===== config.mk =====
export PLATFORM = sky130hd
export DESIGN_NAME = risc_regfile_arbiter
export DESIGN_NICKNAME = d
export VERILOG_FILES = /design/src/rtl/risc_regfile_arbiter_pkg.sv /design/src/rtl/risc_regfile_arbiter_rr_arb2.sv /design/src/rtl/risc_regfile_arbiter.sv
export SDC_FILE = /design/constraint.sdc
export NUM_CORES = 1
export LEC_CHECK = 0
export CORE_MARGIN = 5
export CORE_UTILIZATION = 30
export DETAILED_ROUTE_END_ITERATION = 8
export GPL_TIMING_DRIVEN = 0
export PLACE_DENSITY = 0.79
export SETUP_SLACK_MARGIN = 0.1
export SYNTH_ARGS = -nofsm -noshare
export SYNTH_HDL_FRONTEND = slang
export SYNTH_HIERARCHICAL = 1
export SYNTH_SLANG_ARGS = --single-unit

===== constraint.sdc =====
create_clock -name clk -period 2.4 [get_ports clk]
set_clock_uncertainty 0.05 [all_clocks]
set_input_delay 0.36 -clock clk [delete_from_list [all_inputs] [get_ports clk]]
set_output_delay 0.36 -clock clk [all_outputs]
set_load 0.1 [all_outputs]

===== src/rtl/risc_regfile_arbiter_pkg.sv =====
// Shared types and constants for the register-file arbiter and its sub-module.
package risc_regfile_arbiter_pkg;

  localparam int REG_IDX_W = 5;
  localparam int XLEN      = 32;

  // Requester indices inside every 2-bit request/grant vector
  localparam logic CORE = 1'b0;
  localparam logic DBG  = 1'b1;

  typedef enum logic [1:0] {
    LOCK_NORMAL = 2'd0,
    LOCK_DRAIN  = 2'd1,
    LOCK_LOCKED = 2'd2
  } lock_state_e;

  // Pick one requester's register index out of a {debug, core} packed pair
  function automatic logic [REG_IDX_W-1:0] pick_idx(input logic [2*REG_IDX_W-1:0] vec,
                                                     input logic sel);
    return sel ? vec[2*REG_IDX_W-1:REG_IDX_W] : vec[REG_IDX_W-1:0];
  endfunction

endpackage


===== src/rtl/risc_regfile_arbiter_rr_arb2.sv =====
// Two-way round-robin arbiter; pointer names the requester that wins a tie.
module rr_arb2
  import risc_regfile_arbiter_pkg::*;
(
  input  logic       clk,
  input  logic       rst_n,
  input  logic [1:0] req,
  output logic [1:0] gnt,
  output logic       win
);

  logic ptr;

  // Grant the pointed requester on contention, otherwise whoever asks
  always_comb begin
    gnt = 2'b00;
    win = ptr;
    if (req == 2'b11) begin
      win = ptr;
      gnt = ptr ? 2'b10 : 2'b01;
    end else if (req[0]) begin
      win = CORE;
      gnt = 2'b01;
    end else if (req[1]) begin
      win = DBG;
      gnt = 2'b10;
    end
  end

  // After any grant the other requester gets priority
  always_ff @(posedge clk or negedge rst_n) begin
    if (!rst_n) begin
      ptr <= CORE;
    end else if (gnt != 2'b00) begin
      ptr <= ~win;
    end
  end

endmodule


===== src/rtl/risc_regfile_arbiter.sv =====
// Arbitrates core and debug access to a 2R1W register file, with optional
// write-to-read forwarding and a debug exclusive-access lock.
//
// state       | meaning
// ------------+-----------------------------------------------------------
// LOCK_NORMAL | core and debug both arbitrate
// LOCK_DRAIN  | core blocked, waiting for in-flight read response to clear
// LOCK_LOCKED | core blocked, debug owns the register file, ack high
module risc_regfile_arbiter
  import risc_regfile_arbiter_pkg::*;
#(
  parameter int BYPASS = 1
) (
  input  logic                     clk,
  input  logic                     rst_n,
  input  logic [1:0]               rd_valid,
  output logic [1:0]               rd_ready,
  input  logic [2*REG_IDX_W-1:0]   rd_rs1,
  input  logic [2*REG_IDX_W-1:0]   rd_rs2,
  input  logic [1:0]               wr_valid,
  output logic [1:0]               wr_ready,
  input  logic [2*REG_IDX_W-1:0]   wr_rd,
  input  logic [2*XLEN-1:0]        wr_data,
  output logic                     rsp_valid,
  output logic                     rsp_id,
  output logic [XLEN-1:0]          rsp_rs1_data,
  output logic [XLEN-1:0]          rsp_rs2_data,
  input  logic                     dbg_lock,
  output logic                     dbg_lock_ack,
  output logic [REG_IDX_W-1:0]     rf_rs1,
  output logic [REG_IDX_W-1:0]     rf_rs2,
  output logic [REG_IDX_W-1:0]     rf_rd,
  output logic                     rf_read_enable,
  output logic                     rf_write_enable,
  output logic [XLEN-1:0]          rf_rd_data,
  input  logic [XLEN-1:0]          rf_rs1_data,
  input  logic [XLEN-1:0]          rf_rs2_data
);

  lock_state_e state_q, state_d;
  logic        core_ok;

  logic [1:0]  rd_req, wr_req, rd_gnt, wr_gnt;
  logic        rd_win, wr_win, rd_fire, wr_fire;

  logic [REG_IDX_W-1:0] rs1_sel, rs2_sel, rd_sel;
  logic [XLEN-1:0]      wdata_sel;
  logic                 byp1, byp2;

  logic                 rsp_valid_q, rsp_id_q;
  logic                 zero1_q, zero2_q, byp1_q, byp2_q;
  logic [XLEN-1:0]      byp_data_q;

  // Core is masked outside NORMAL; nothing is granted while reset is held
  assign rd_req = rd_valid & {1'b1, core_ok} & {2{rst_n}};
  assign wr_req = wr_valid & {1'b1, core_ok} & {2{rst_n}};

  rr_arb2 u_rd_arb (
    .clk   (clk),
    .rst_n (rst_n),
    .req   (rd_req),
    .gnt   (rd_gnt),
    .win   (rd_win)
  );

  rr_arb2 u_wr_arb (
    .clk   (clk),
    .rst_n (rst_n),
    .req   (wr_req),
    .gnt   (wr_gnt),
    .win   (wr_win)
  );

  assign rd_fire   = (rd_gnt != 2'b00);
  assign wr_fire   = (wr_gnt != 2'b00);
  assign rs1_sel   = pick_idx(rd_rs1, rd_win);
  assign rs2_sel   = pick_idx(rd_rs2, rd_win);
  assign rd_sel    = pick_idx(wr_rd, wr_win);
  assign wdata_sel = wr_win ? wr_data[2*XLEN-1:XLEN] : wr_data[XLEN-1:0];

  assign rd_ready        = rd_gnt;
  assign wr_ready        = wr_gnt;
  assign rf_rs1          = rs1_sel;
  assign rf_rs2          = rs2_sel;
  assign rf_read_enable  = rd_fire;
  assign rf_rd           = rd_sel;
  assign rf_rd_data      = wdata_sel;
  // x0 writes are accepted but never reach the register file
  assign rf_write_enable = wr_fire && (rd_sel != '0);

  // Forward only when both transfers happen this cycle on the same nonzero index
  assign byp1 = (BYPASS != 0) && rd_fire && wr_fire && (rd_sel != '0) && (rd_sel == rs1_sel);
  assign byp2 = (BYPASS != 0) && rd_fire && wr_fire && (rd_sel != '0) && (rd_sel == rs2_sel);

  // Response tracking: one-cycle latency, aligned with register-file read data
  always_ff @(posedge clk or negedge rst_n) begin
    if (!rst_n) begin
      rsp_valid_q <= 1'b0;
      rsp_id_q    <= CORE;
      zero1_q     <= 1'b0;
      zero2_q     <= 1'b0;
      byp1_q      <= 1'b0;
      byp2_q      <= 1'b0;
      byp_data_q  <= '0;
    end else begin
      rsp_valid_q <= rd_fire;
      if (rd_fire) begin
        rsp_id_q   <= rd_win;
        zero1_q    <= (rs1_sel == '0);
        zero2_q    <= (rs2_sel == '0);
        byp1_q     <= byp1;
        byp2_q     <= byp2;
        byp_data_q <= wdata_sel;
      end
    end
  end

  assign rsp_valid    = rsp_valid_q;
  assign rsp_id       = rsp_id_q;
  assign rsp_rs1_data = zero1_q ? '0 : (byp1_q ? byp_data_q : rf_rs1_data);
  assign rsp_rs2_data = zero2_q ? '0 : (byp2_q ? byp_data_q : rf_rs2_data);

  // Lock state register
  always_ff @(posedge clk or negedge rst_n) begin
    if (!rst_n) begin
      state_q <= LOCK_NORMAL;
    end else begin
      state_q <= state_d;
    end
  end

  // Lock next-state and outputs; a read granted in DRAIN is still outstanding
  always_comb begin
    state_d      = state_q;
    core_ok      = 1'b0;
    dbg_lock_ack = 1'b0;
    unique case (state_q)
      LOCK_NORMAL: begin
        core_ok = 1'b1;
        if (dbg_lock) state_d = LOCK_DRAIN;
      end
      LOCK_DRAIN: begin
        if (!dbg_lock)    state_d = LOCK_NORMAL;
        else if (!rd_fire) state_d = LOCK_LOCKED;
      end
      LOCK_LOCKED: begin
        dbg_lock_ack = 1'b1;
        if (!dbg_lock) state_d = LOCK_NORMAL;
      end
      default: state_d = LOCK_NORMAL;
    endcase
  end

endmodule


# Word-level counts from Yosys, hierarchy flattened
# Cells that the tools add are included.
dict set report totals {
  ff_bits 42
  in_bits 165
  elab_cells 66
  out_inout_bits 120
}
dict set report op_classes {
  eq_ne 9
  muxes 29
  bitwise 6
  reduce_logical 12
}
# op n
set ops {}
lappend ops {{$mux W32} 5}
lappend ops {{$mux W2} 12}
lappend ops {{$mux W5} 3}
lappend ops {{$eq A5 B5 Y1} 2}
lappend ops {{$logic_not A5 Y1} 2}
lappend ops {{$and A2 B2 Y2} 4}
lappend ops {{$mux W1} 8}
lappend ops {{$eq A2 B2 Y1 const B} 3}
lappend ops {{$pmux W2 S3} 1}
lappend ops {{$logic_and A1 B1 Y1} 5}
lappend ops {{$reduce_bool A5 Y1} 1}
lappend ops {{$ne A2 B2 Y1 const B} 2}
lappend ops {{$reduce_bool A2 Y1} 2}
lappend ops {{$ne A3 B3 Y1 const B} 1}
lappend ops {{$reduce_and A3 Y1} 1}
lappend ops {{$eq A2 B1 Y1 const B} 1}
lappend ops {{$logic_not A2 Y1} 1}
lappend ops {{$not A1 Y1} 2}

# Depth between registers and ports, before layout
dict set report logic_depth {
  depth_word 11
  ltp_mapped 8
  depth_no_buf 7
}

# Cells and area by module
# Netlist, hierarchy kept.
# mod instances seq_area_each_um2 cells_per_inst area_per_inst_um2
set modules_own_cells {}
lappend modules_own_cells {risc_regfile_arbiter 1 1001.0 392 3248.1}
lappend modules_own_cells {rr_arb2 2 25.0 7 61.3}

# Least setup slack after synthesis
# Ideal clock, no wire load.
dict set report synth_timing {
  path_kind {register to output}
  start {reg state_q[1]}
  end {out rf_read_enable}
  arrival_time_ns 3.885
  t_required_ns 1.990
  slack_ns -1.895
  path_buffers 1
  stages_incl_launch_ff 7
  cell_sequence {dfrtp_1 > nor4bb_1 > inv_1 > a21oi_1 > nor2_1 > inv_2 > clkbuf_1}
}
dict set report synth_between {
  elab_chain_len 7
  elab_cells_between_ends 8
  cone_classes {1 x eq/ne; 3 x mux; 2 x bitwise; 2 x reduce/logical}
}
# item line
set synth_rtl {}
lappend synth_rtl {{start: declaration} risc_regfile_arbiter.sv:40} ;# lock_state_e state_q, state_d;
lappend synth_rtl {{start signal: assignment} risc_regfile_arbiter.sv:128} ;# state_q <= state_d;
lappend synth_rtl {{$logic_not A2 Y1 (*)} risc_regfile_arbiter.sv:137} ;# unique case (state_q)
lappend synth_rtl {{$mux W1 (*)} risc_regfile_arbiter.sv:137}
lappend synth_rtl {{$and A2 B2 Y2 (*) (2 in series)} risc_regfile_arbiter.sv:55} ;# assign rd_req = rd_valid & {1'b1, core_ok} & {2{rst_n}};
lappend synth_rtl {{named net rd_req[0]} risc_regfile_arbiter.sv:43} ;# logic [1:0] rd_req, wr_req, rd_gnt, wr_gnt;
lappend synth_rtl {{$eq A2 B2 Y1 / $mux W2 (equally long branches)} {risc_regfile_arbiter_rr_arb2.sv:18, risc_regfile_arbiter_rr_arb2.sv:21}}
lappend synth_rtl {{$mux W2 (*)} risc_regfile_arbiter_rr_arb2.sv:18} ;# if (req == 2'b11) begin
lappend synth_rtl {{named net rd_ready[0]} risc_regfile_arbiter.sv:17} ;# output logic [1:0] rd_ready,
lappend synth_rtl {{$reduce_bool A2 Y1 (*)} risc_regfile_arbiter.sv:74} ;# assign rd_fire = (rd_gnt != 2'b00);
lappend synth_rtl {{end: declaration} risc_regfile_arbiter.sv:33} ;# output logic rf_read_enable,
# Mark *: on every way through the listed nets, which the timed path passes. The rest lies on a longest branch.

# Final worst setup path
dict set report layout_timing {
  start {reg state_q[1]}
  end {out rf_write_enable}
}
dict set report layout_between {
  elab_chain_len 9
  elab_cells_between_ends 13
  cone_classes {1 x eq/ne; 6 x mux; 2 x bitwise; 4 x reduce/logical}
}
# item line
set layout_rtl {}
lappend layout_rtl {{$logic_not A2 Y1 (*)} risc_regfile_arbiter.sv:137}
lappend layout_rtl {{$mux W1 (*)} risc_regfile_arbiter.sv:137}
lappend layout_rtl {{$and A2 B2 Y2 (*) (2 in series)} risc_regfile_arbiter.sv:56} ;# assign wr_req = wr_valid & {1'b1, core_ok} & {2{rst_n}};
lappend layout_rtl {{named net wr_req[0]} risc_regfile_arbiter.sv:43}
lappend layout_rtl {{$eq A2 B2 Y1 / $mux W1 (equally long branches)} {risc_regfile_arbiter_rr_arb2.sv:18, risc_regfile_arbiter_rr_arb2.sv:21}}
lappend layout_rtl {{$mux W1 (*)} risc_regfile_arbiter_rr_arb2.sv:18}
lappend layout_rtl {{named net wr_win} risc_regfile_arbiter.sv:44} ;# logic rd_win, wr_win, rd_fire, wr_fire;
lappend layout_rtl {{$mux W5 (*)} risc_regfile_arbiter_pkg.sv:20} ;# return sel ? vec[2*REG_IDX_W-1:REG_IDX_W] : vec[REG_IDX_W-1:0];
lappend layout_rtl {{$reduce_bool A5 Y1 (*)} risc_regfile_arbiter.sv:89} ;# assign rf_write_enable = wr_fire && (rd_sel != '0);
lappend layout_rtl {{$logic_and A1 B1 Y1 (*)} risc_regfile_arbiter.sv:89}
lappend layout_rtl {{end: declaration} risc_regfile_arbiter.sv:34} ;# output logic rf_write_enable,
# Marks and branches as above.

==> run_results.csv <==
group,metric,value,unit
placement,place.gp.congestion,0.844,
setup_path,crit_top_cell,"buf_12",
cells_and_area,drive_above_1_share,50.3,%
yosys,ys_seq_elements,42,
global_route,track_usage,24.0,%
setup_path,r2r-end,"byp2_q$_DFFE_PN0N_",
outcome,status,"finished, violations left",
floorplanning,die_area,13500,um^2
floorplanning,rows,38,
global_route,grt-ovfl-total,0,
cts,clk_root_buffer_cell,"clkbuf_16",
yosys,synth_nets,571,
global_route,antenna_found_initial,1,
route,dr.first_iter.drc_count,191,
setup_path,end_kind,"output pin",
sta,min_period,2.97,ns
sta,tightest_slew,0.994,ns
cts,clk_pin_slew,0.07,ns
setup_path,cp_slowest_cell,"dfrtp_2",
yosys,synth_edf_count,0,
sta,fmax,0.337,GHz
floorplanning,core-area,10900,um^2
cts,cts_max_level,2,
floorplanning,ioPinCount,285,
setup_path,critPathMaxFanout,7,
power_and_ir_drop,power,0.00777,W
yosys,ys_warn_count,6,
cts,cts_tree,"done",
setup_path,critical_path_class,"register to output pin",
setup_path,worstSetupStartpointType,"register",
route,ant_nets,0,
yosys,netlist_area,3370,um^2
sta,hold_viol_final,0,
run,maxCapViolCount,0,
sta,slew_violations,0,
route,wire_per_inst,20.4,um
setup_path,cp.arrival,2.56,ns
placement,hpwl,13100,um
setup_path,cp_data_required_time,1.99,ns
cts,clk_path_buf_depth,2,
global_route,grt_pass1_wl,24900,um
floorplanning,die_height,116,um
cts,cts_buffers,5,
sta,rsz0062_at_grt,"yes",
yosys,ys_types,25,
cts,clk_latency,0.28,ns
global_route,grt_pass1_vias,4628,
setup_path,max_stage_delay,0.43,ns
route,drt_first_pass_iters,4,
yosys,ys_seq_area_share,31.2,%
route,route.detailed.drc,0,
setup_path,timing.rr.start,"state_q[1]$_DFFE_PN0P_",
cells_and_area,fillers,733,
power_and_ir_drop,p_per_area,937,nW/um^2
sta,setup_ws,-0.569,ns
placement,place.port_buffers,284,
cts,cts_sinks,42,
route,viasPerCell,4.95,
yosys,yosys.area.top_type_share,31.2,%
yosys,synth_top_area_cell,"dfrtp_1",
route,wirelength,18300,um
yosys,ys.flop_type,"dfrtp_1",
sta,tns,-21.87,ns
setup_path,crit_chain,"nor4bb_4 -> inv_2 -> maj3_2 -> buf_12 -> mux2i_4 -> nand4_1 -> o22ai_4 -> clkinvlp_4 -> buf_12",
setup_path,reg2reg_setup_slack,-0.38,ns
sta,slew_headroom,33.5,%
setup_path,cp-startpoint,"state_q[1]$_DFFE_PN0P_",
yosys,async_reset_ff_share,100,%
global_route,grt_max_degree,41,
floorplanning,dieWidth,116,um
yosys,syn-instance-count,406,
sta,setup_viol,67,
setup_path,worst_r2r_path_depth,12,
power_and_ir_drop,p_leak,3.47,nW
cells_and_area,final_nets,921,
yosys,syn_area_per_cell,8.30,um^2
worst_hold_path,hold_path_class,"input port to asynchronous set/reset pin",
outcome,violations,"negative setup slack",
yosys,synthTopCellsByArea,"dfrtp_1 31%, mux2i_1 22%, nor2_1 18%",
floorplanning,start_util,30.8,%
cells_and_area,syn2layout_area_growth,146,%
power_and_ir_drop,ir_drop,0.771,mV
sta,fin_crit_sh,124,%
route,vias,4444,
==> routing by layer <==
metal | up-vias | wire length, um | GRT usage, %
met2 | 214 | 9950 | 47.2
li1 | 2041 | - | -
met4 | 0 | 476 | 6.03
met3 | 31 | 1440 | 5.69
met1 | 2158 | 6460 | 25.3
met5 | - | 0 | 0
==> cell type report <==
cell class	count	area [um^2]	area share (%)
diodes	1	2.50	0.0302
multi-input cells	320	2760	33.3
clock inverters	2	37.5	0.452
inverters	16	108	1.30
clock buffers	6	129	1.55
repair buffers	345	3730	44.9
well taps	140	175	2.11
plain buffers	26	298	3.59
flip-flops and latches	42	1050	12.7
==> repair_timing <==
| action | in CTS | in global routing |
|---|---|---|
| setup buffers | 26 | 34 |
| gates cloned | 1 | 3 |
| hold buffers | 1 | 0 |
| pin swaps | 6 | 26 |
| setup endpoints to repair | 156 | 113 |
| gates resized for setup | 798 | 155 |
| endpoints found under the hold margin | 3 | 0 |
==> where the power goes <==
group	switching, W	leakage (nW)	internal [W]
Clock	0.000286	0.0771	0.000492
Combinational	0.00365	2.92	0.00225
Sequential	0.000190	0.476	0.000900
==> metrics by stage <==
stage          utilization, %  std cells  worst slack (ns)  hold slack [ns]  area (um^2)
2_1_floorplan               -        406            -0.431           0.0144         3820
3_3_place_gp             62.6        830             -3.27            0.406         6840
3_5_place_dp             62.7        831             -1.80            0.147         6860
4_1_cts                  70.4        865            -0.445           0.0627         7700
5_1_grt                  75.9        898            -0.645           0.0909         8300
6_report                 75.9        898            -0.569           0.0671         8300
==> state kept, by name (all words and copies together) (netlist names) <==
name,cells
u_wr_arb/ptr,1
rsp_id,1
byp_data_q,32
byp2_q,1
state_q,2
rsp_valid,1
u_rd_arb/ptr,1
zero2_q,1
byp1_q,1
zero1_q,1
==> critical path: cells and delay by family (launching register included) <==
family,cells,cell delay (ns)
compound gates,1,0.22
fa+ha+maj,1,0.33
buf+inv,4,0.56
flops,1,0.43
mux,1,0.21
simple gates,2,0.52
==> logic make-up after synthesis <==
| group | Yosys count | share of synthesized area (%) |
|---|---|---|
| and+or+nand+nor | 185 | 21.7 |
| muxes | 111 | 35.6 |
| buffers and inverters | 44 | 5.72 |
| DFF | 42 | 31.2 |
| AOI/OAI and AO/OA | 12 | 2.52 |
| xor gates and xnor gates | 10 | 2.60 |
| adders and majority gates | 2 | 0.668 |
==> Yosys cell counts, types with 3 or more instances <==
cell,count
a21oi_1,4
buf_2,10
clkbuf_1,16
dfrtp_1,42
inv_1,15
mux2_2,33
mux2i_1,73
mux2i_4,3
nand2_1,8
nand3_1,4
nand4_1,3
nor2_1,164
o21a_1,3
o31ai_1,4
xnor2_1,6
xor2_1,4
==> how the worst max path moves through the flow <==
stage,cells after the start,end,slack [ns]
2_1_floorplan,8,rf_write_enable,-0.43
3_3_place_gp,10,rf_write_enable,-3.27
3_5_place_dp,10,rf_write_enable,-1.80
4_1_cts,9,rf_write_enable,-0.44
5_1_grt,9,rf_write_enable,-0.64
6_report,9,rf_write_enable,-0.57
==> placed cells by master, fill, tap and decap left out, types with 3 or more instances in the layout <==
cell type        instances
clkdlybuf4s50_1        164
nor2_2                  79
nor2_1                  76
mux2i_1                 64
buf_12                  57
buf_4                   53
buf_2                   44
dfrtp_1                 39
mux2_4                  35
buf_6                   30
mux2i_4                 12
clkinvlp_4              11
clkbuf_16               10
nor2_4                   9
nand2_1                  7
clkbuf_2                 6
clkdlybuf4s15_2          5
inv_4                    4
clkbuf_1                 3
nand4_1                  3
nand3_1                  3
xnor2_1                  3
dfrtp_2                  3
Power figures use the tool's default switching activity.
